`config.mk`:
```
export PLATFORM = sky130hd
export DESIGN_NAME = serial_adder
export DESIGN_NICKNAME = d
export VERILOG_FILES = /design/src/rtl/serial_adder_pkg.sv /design/src/rtl/serial_adder_full_adder.sv /design/src/rtl/serial_adder.sv
export SDC_FILE = /design/constraint.sdc
export NUM_CORES = 1
export LEC_CHECK = 0
export ABC_CLOCK_PERIOD_IN_PS = 1300
export CORE_ASPECT_RATIO = 2
export CORE_MARGIN = 2
export CORE_UTILIZATION = 45
export DETAILED_ROUTE_END_ITERATION = 10
export PLACE_DENSITY = 0.8
export SLEW_MARGIN = 0
export SYNTH_ARGS = -nofsm -noshare
export SYNTH_HDL_FRONTEND = slang
export SYNTH_HIERARCHICAL = 1
export SYNTH_SLANG_ARGS = --single-unit
```
`constraint.sdc`:
```
create_clock -name clk -period 1.3 [get_ports clk]
set_input_delay 0.26 -clock clk [delete_from_list [all_inputs] [get_ports clk]]
set_output_delay 0.26 -clock clk [all_outputs]
set_load 0.02 [all_outputs]
```
`src/rtl/serial_adder_pkg.sv`:
```
// Shared definitions for the bit-serial adder: controller states and
// a helper that sizes the bit counter from the operand width.
package arith_pkg;

  typedef enum logic [1:0] {
    IDLE = 2'd0,
    RUN  = 2'd1,
    DONE = 2'd2
  } state_t;

  // Bits needed to count 0..w-1; never less than one.
  function automatic int cnt_width(input int w);
    if (w <= 2) return 1;
    return $clog2(w);
  endfunction

endpackage

```
`src/rtl/serial_adder_full_adder.sv`:
```
// Single-bit full adder cell used as the serial adder's arithmetic slice.
module full_adder (
  input  logic A,
  input  logic B,
  input  logic Cin,
  output logic Sum,
  output logic Cout
);

  assign Sum  = A ^ B ^ Cin;
  assign Cout = (A & B) | (A & Cin) | (B & Cin);

endmodule

```
`src/rtl/serial_adder.sv`:
```
// Bit-serial adder: one full-adder cell plus a carry flop, LSB first,
// one operand bit per clock, with a start/busy/done handshake.
//
// state | meaning
// IDLE  | waiting for Start; Sum/Cout hold the last result
// RUN   | shifting one bit pair per clock through the adder cell
// DONE  | one-cycle result-valid pulse; Start here reloads immediately
module serial_adder
  import arith_pkg::*;
#(
  parameter int WIDTH = 8
) (
  input  logic             clk,
  input  logic             rst,
  input  logic             Start,
  input  logic [WIDTH-1:0] A,
  input  logic [WIDTH-1:0] B,
  input  logic             Cin,
  output logic             Busy,
  output logic             Done,
  output logic [WIDTH-1:0] Sum,
  output logic             Cout
);

  localparam int CW = cnt_width(WIDTH);
  localparam logic [CW-1:0] LAST = CW'(WIDTH - 1);

  state_t           state;
  state_t           state_nx;
  logic [WIDTH-1:0] a_sh;
  logic [WIDTH-1:0] b_sh;
  logic [WIDTH-1:0] s_sh;
  logic             carry;
  logic [CW-1:0]    cnt;
  logic             bit_sum;
  logic             bit_carry;
  logic             accept;
  logic             finish;

  full_adder u_fa (
    .A    (a_sh[0]),
    .B    (b_sh[0]),
    .Cin  (carry),
    .Sum  (bit_sum),
    .Cout (bit_carry)
  );

  // Next-state decode; accept/finish mark the load and completion edges.
  always_comb begin
    state_nx = state;
    accept   = 1'b0;
    finish   = 1'b0;
    case (state)
      IDLE: begin
        if (Start) begin
          accept   = 1'b1;
          state_nx = RUN;
        end
      end
      RUN: begin
        if (cnt == LAST) begin
          finish   = 1'b1;
          state_nx = DONE;
        end
      end
      DONE: begin
        if (Start) begin
          accept   = 1'b1;
          state_nx = RUN;
        end else begin
          state_nx = IDLE;
        end
      end
      default: state_nx = IDLE;
    endcase
  end

  // State register.
  always_ff @(posedge clk) begin
    if (rst) state <= IDLE;
    else     state <= state_nx;
  end

  // Operand shifters, carry flop, counter and result registers.
  always_ff @(posedge clk) begin
    if (rst) begin
      a_sh  <= '0;
      b_sh  <= '0;
      s_sh  <= '0;
      carry <= 1'b0;
      cnt   <= '0;
      Sum   <= '0;
      Cout  <= 1'b0;
    end else if (accept) begin
      a_sh  <= A;
      b_sh  <= B;
      carry <= Cin;
      cnt   <= '0;
    end else if (state == RUN) begin
      a_sh  <= {1'b0, a_sh[WIDTH-1:1]};
      b_sh  <= {1'b0, b_sh[WIDTH-1:1]};
      s_sh  <= {bit_sum, s_sh[WIDTH-1:1]};
      carry <= bit_carry;
      if (finish) begin
        // Result becomes visible only here; partial sums stay internal.
        cnt  <= '0;
        Sum  <= {bit_sum, s_sh[WIDTH-1:1]};
        Cout <= bit_carry;
      end else begin
        cnt <= cnt + CW'(1);
      end
    end
  end

  assign Busy = (state == RUN);
  assign Done = (state == DONE);

endmodule

```
After elaboration in Yosys (flattened, before gate mapping)
Cells that the tools add are included.
- bits in registers: 39
- logic and storage cells: 44
- output and inout port bits: 11
- add/sub/neg operators: 1
- muxes and demuxes: 15
- reductions and logical operators: 7
- bitwise logic cells: 8
- eq/ne operators: 5
- operator list (cell ; number):
    8-bit two-way mux ; 4
    1-bit two-way mux ; 7
    2-bit case mux with 3 select lines ; 1
    2-bit two-way mux ; 2
    2-bit AND reduction ; 2
    2-bit OR reduction ; 2
    3-bit by 1-bit adder with 3-bit output (second input constant) ; 1
    1-bit AND ; 3
    3-bit equality test (second input constant) ; 1
    3-bit two-way mux ; 1
    3-bit AND reduction ; 1
    2-bit by 1-bit equality test with 1-bit output (second input constant) ; 1
    2-bit equality test (second input constant) ; 1
    2-bit zero test ; 1
    2-bit by 1-bit != test with 1-bit output (second input constant) ; 1
    2-bit != test (second input constant) ; 1
    1-bit OR ; 2
    2-bit nonzero test ; 1
    1-bit XOR ; 2
    1-bit inverter ; 1

Depth between registers and ports, before layout
- depth in word-level cells: 5
- mapped depth: 6
- depth with buffers taken out: 5

By module
Netlist, hierarchy kept.
- modules (own cells, without submodules) (module ; seq. area each (um2) ; cells each ; area an instance (um2) ; times used):
    serial_adder ; 760.7 ; 179 ; 1503.9 ; 1
    full_adder ; 0.0 ; 1 ; 20.0 ; 1

Worst setup path before layout
OpenSTA, ideal clock, no wires.
- path kind: flip-flop to flip-flop
- start point: reg cnt[0]
- end point: reg cnt[0]
- stages on the path, launching flop included: 5
- period minus slack after synthesis: 1.329 ns
- setup time: 0.080 ns
- arrival: 1.249 ns
- slack: -0.029 ns
- required time: 1.220 ns
- buffers on the path: 0
- cells stage by stage: dfxtp_1 ha_1 ha_1 or3_1 a211oi_2
- word-level cells in the longest chain between the ends: 4
- RTL lines (element ; RTL line ; source):
    start: declaration ; serial_adder.sv:34 ; logic [CW-1:0] cnt;
    start signal: assignment ; serial_adder.sv:110 ; cnt <= cnt + CW'(1);
    3-bit equality test ; serial_adder.sv:61 ; if (cnt == LAST) begin
    1-bit two-way mux ; serial_adder.sv:61 ;
    1-bit two-way mux ; serial_adder.sv:53 ; case (state)
    3-bit two-way mux (*) ; serial_adder.sv:104 ; if (finish) begin
Every way passes the cells marked *; elsewhere a longest branch is shown, timed or not.
A chain may end at the register's enable or synchronous reset.

Worst setup path after layout
Same ends and word-level chain as after synthesis.

==> flow_summary.ini <==
[cts]
cts_tree = yes
cts_buffer_depth = 2
htree_levels = 2
path_clk_slew_ns = 0.07
cts-buffers-inserted = 5
ctsHoldBuffers = 0
clock_latency_ns = 0.29
clock-sinks = 38
cts_root_buf = clkbuf_8

[die]
rows = 29
ios = 31
core_um2 = 3190
initial_core_util_pct = 47.7
die_area_um2 = 3900
die-width_um = 45.2
die_y_um = 86.3

[synthesis]
syn_inst = 180
synthesis.nets = 203
synthXorXnorAreaFrac_pct = 0
syn-cell-area_um2 = 1520
synth-seq-cells = 38
ys_warn_count = 6
syn_avg_cell_area_um2 = 8.47
yosysSeqAreaShare_pct = 49.9
synth.area.mux_share_pct = 1.31
synth-compound-area-share_pct = 16.1
yosys.area_share.simple_pct = 24.1
yosys.area_share.adder_pct = 2.96
synth_top_family_by_area = simple AND/OR/NAND/NOR gates
netlist-cell-type-count = 25

[sta]
setup_ws_ns = -0.00527
finalClockSkew_ns = 0.00229
maxSlewViolCount = 0
clock.fmax_mhz = 766
setup_viol = 1
max_slew_margin_pct = 82.6
tightestPinTransition_ns = 0.258
finalHoldViolCount = 0
post-route-period-util_pct = 100
rsz0062_at_grt = true
min_period_ns = 1.31

[detailed_routing]
wl_met1_um = 1250
wl_per_cell_um = 13.1
highest_layer = met4
dr.pass1.iters = 4
vias = 1398
wl_met2_um = 1810
dr.first_iter.drc_count = 26
dr_wl_met3_um = 136
drt_wl_total_um = 3310
drc = 0
vias_per_cell = 5.53
ant_nets = 0

[final_layout]
post_route_cells_drive_above_1_share_pct = 18.0
mostFrequentLayoutCells = 42 x nand2_1, 34 x dfxtp_1, 21 x a21oi_1
final_nets = 244
areaGrowthSynthToFinish_pct = 37.3
final_cells = 253
n_antenna_cell = 0
final_common_cell = nand2_1

[setup_path]
critPathMaxFanout = 6
critPathCaptureType = register
critical_path.startpoint_type = register
arrival_ns = 1.52
cp.required_ns = 1.51
critPathKind = register to register

[job]
drv_cap = 0

[placed_design]
placed_cells = 242
io_buffers = 30
place_congestion = 0.724
dp_hpwl_um = 2210
pre_cts_ws_ns = -0.164

[run_status]
violations = setup timing
outcome = finished with violations

[pwr]
powerDensity_nw_per_um2 = 1160
peakVddDrop_uv = 814
power.leakage_nw = 0.806

[grt]
grt_max_degree = 39
grt_pass1_wl_um = 5550
gr-total-overflow = 0
track_usage_pct = 19.2
antenna_found_initial = 0
grt_pass1_vias = 1310

[hold_path]
hp-class = register to register
## routing by layer
metal  GRT usage, %  vias to the layer above
met2           31.4                       42
li1               -                      703
met5              0                        -
met3           5.00                       11
met1           21.5                      642
met4           11.0                        0
## registers in the layout, summed over array words and instances (netlist names)
register  flops
a_sh          8
Cout          1
carry         1
b_sh          8
state         2
cnt           3
s_sh          7
Sum           8
## power by group
part	total [W]	switching, W	internal (W)	leakage (nW)
sequential	0.00126	0.0000362	0.00122	0.312
clock	0.000826	0.000398	0.000428	0.0482
combinational	0.000340	0.000164	0.000176	0.446
## stage by stage
step | utilization [%] | setup TNS, ns | total power (W) | hold WS [ns] | area (um2)
floorplan | - | 0 | 0.00146 | 0.437 | 1530
global placement | 60.1 | -1.21 | 0.00158 | 0.441 | 1920
detailed placement | 60.1 | -1.78 | 0.00159 | 0.446 | 1920
CTS | 64.0 | -0.00807 | 0.00241 | 0.454 | 2040
global route | 65.5 | -0.0925 | 0.00251 | 0.466 | 2090
finish | 65.5 | -0.00527 | 0.00242 | 0.450 | 2090
## path summary, 6_finish.rpt
check | from | to | slack, ns | cells after the start
max | cnt[0] | cnt[0] | -0.005 | 4
min | Sum[0] | Sum[0] | 0.45 | 2
max reg2reg | cnt[0] | cnt[0] | -0.005 | 4
min reg2reg | Sum[0] | Sum[0] | 0.45 | 2
## synth_stat cells
library cell  number  area [um2]
nand3_1           12        60.1
buf_2              7        35.0
nor2_1            11        41.3
o21a_1             1        7.51
clkinv_2           1        5.00
nor3_1            10        50.1
a21oi_1           21         105
buf_1              1        3.75
a311oi_1           9        78.8
nand2b_1           2        12.5
clkbuf_1           4        15.0
ha_1               2        25.0
fa_1               1        20.0
mux2i_1            2        20.0
buf_4              2        15.0
nand3b_1           1        7.51
o22ai_1            3        18.8
nor2b_1            2        12.5
or3_1              1        6.26
nor4bb_1           2        20.0
buf_6              1        11.3
nand2_1           42         158
a22oi_1            3        22.5
a211oi_2           1        12.5
dfxtp_1           38         761
## repair_timing
action / CTS / global route
resized for setup: 26 / 13
buffers inserted: 2 / 1
endpoints found under the setup margin: 37 / 22
pin swaps: 3 / 1
## worst max-delay path: stages, from the launching register on
cell      delay (ns)
dfxtp_2         0.34
ha_4            0.16
ha_4            0.17
or3_1           0.38
a211oi_2        0.17
## kinds of logic after synthesis
family,count (synthesis)
buffers and inverters,16
adder cells (fa/ha/maj),3
AND/OR/NAND/NOR,83
AO/OA/AOI/OAI,38
multiplexers,2
flip-flops,38
## final cells by class
cell class	count	area, um2
flip-flops and latches	38	766
fillers	263	1100
clock inverters	1	5.00
multi-input cells	126	723
repair buffers	49	467
well taps	31	38.8
inverters	1	6.26
clock buffers	7	86.3
(Power assumes the default switching activity.)
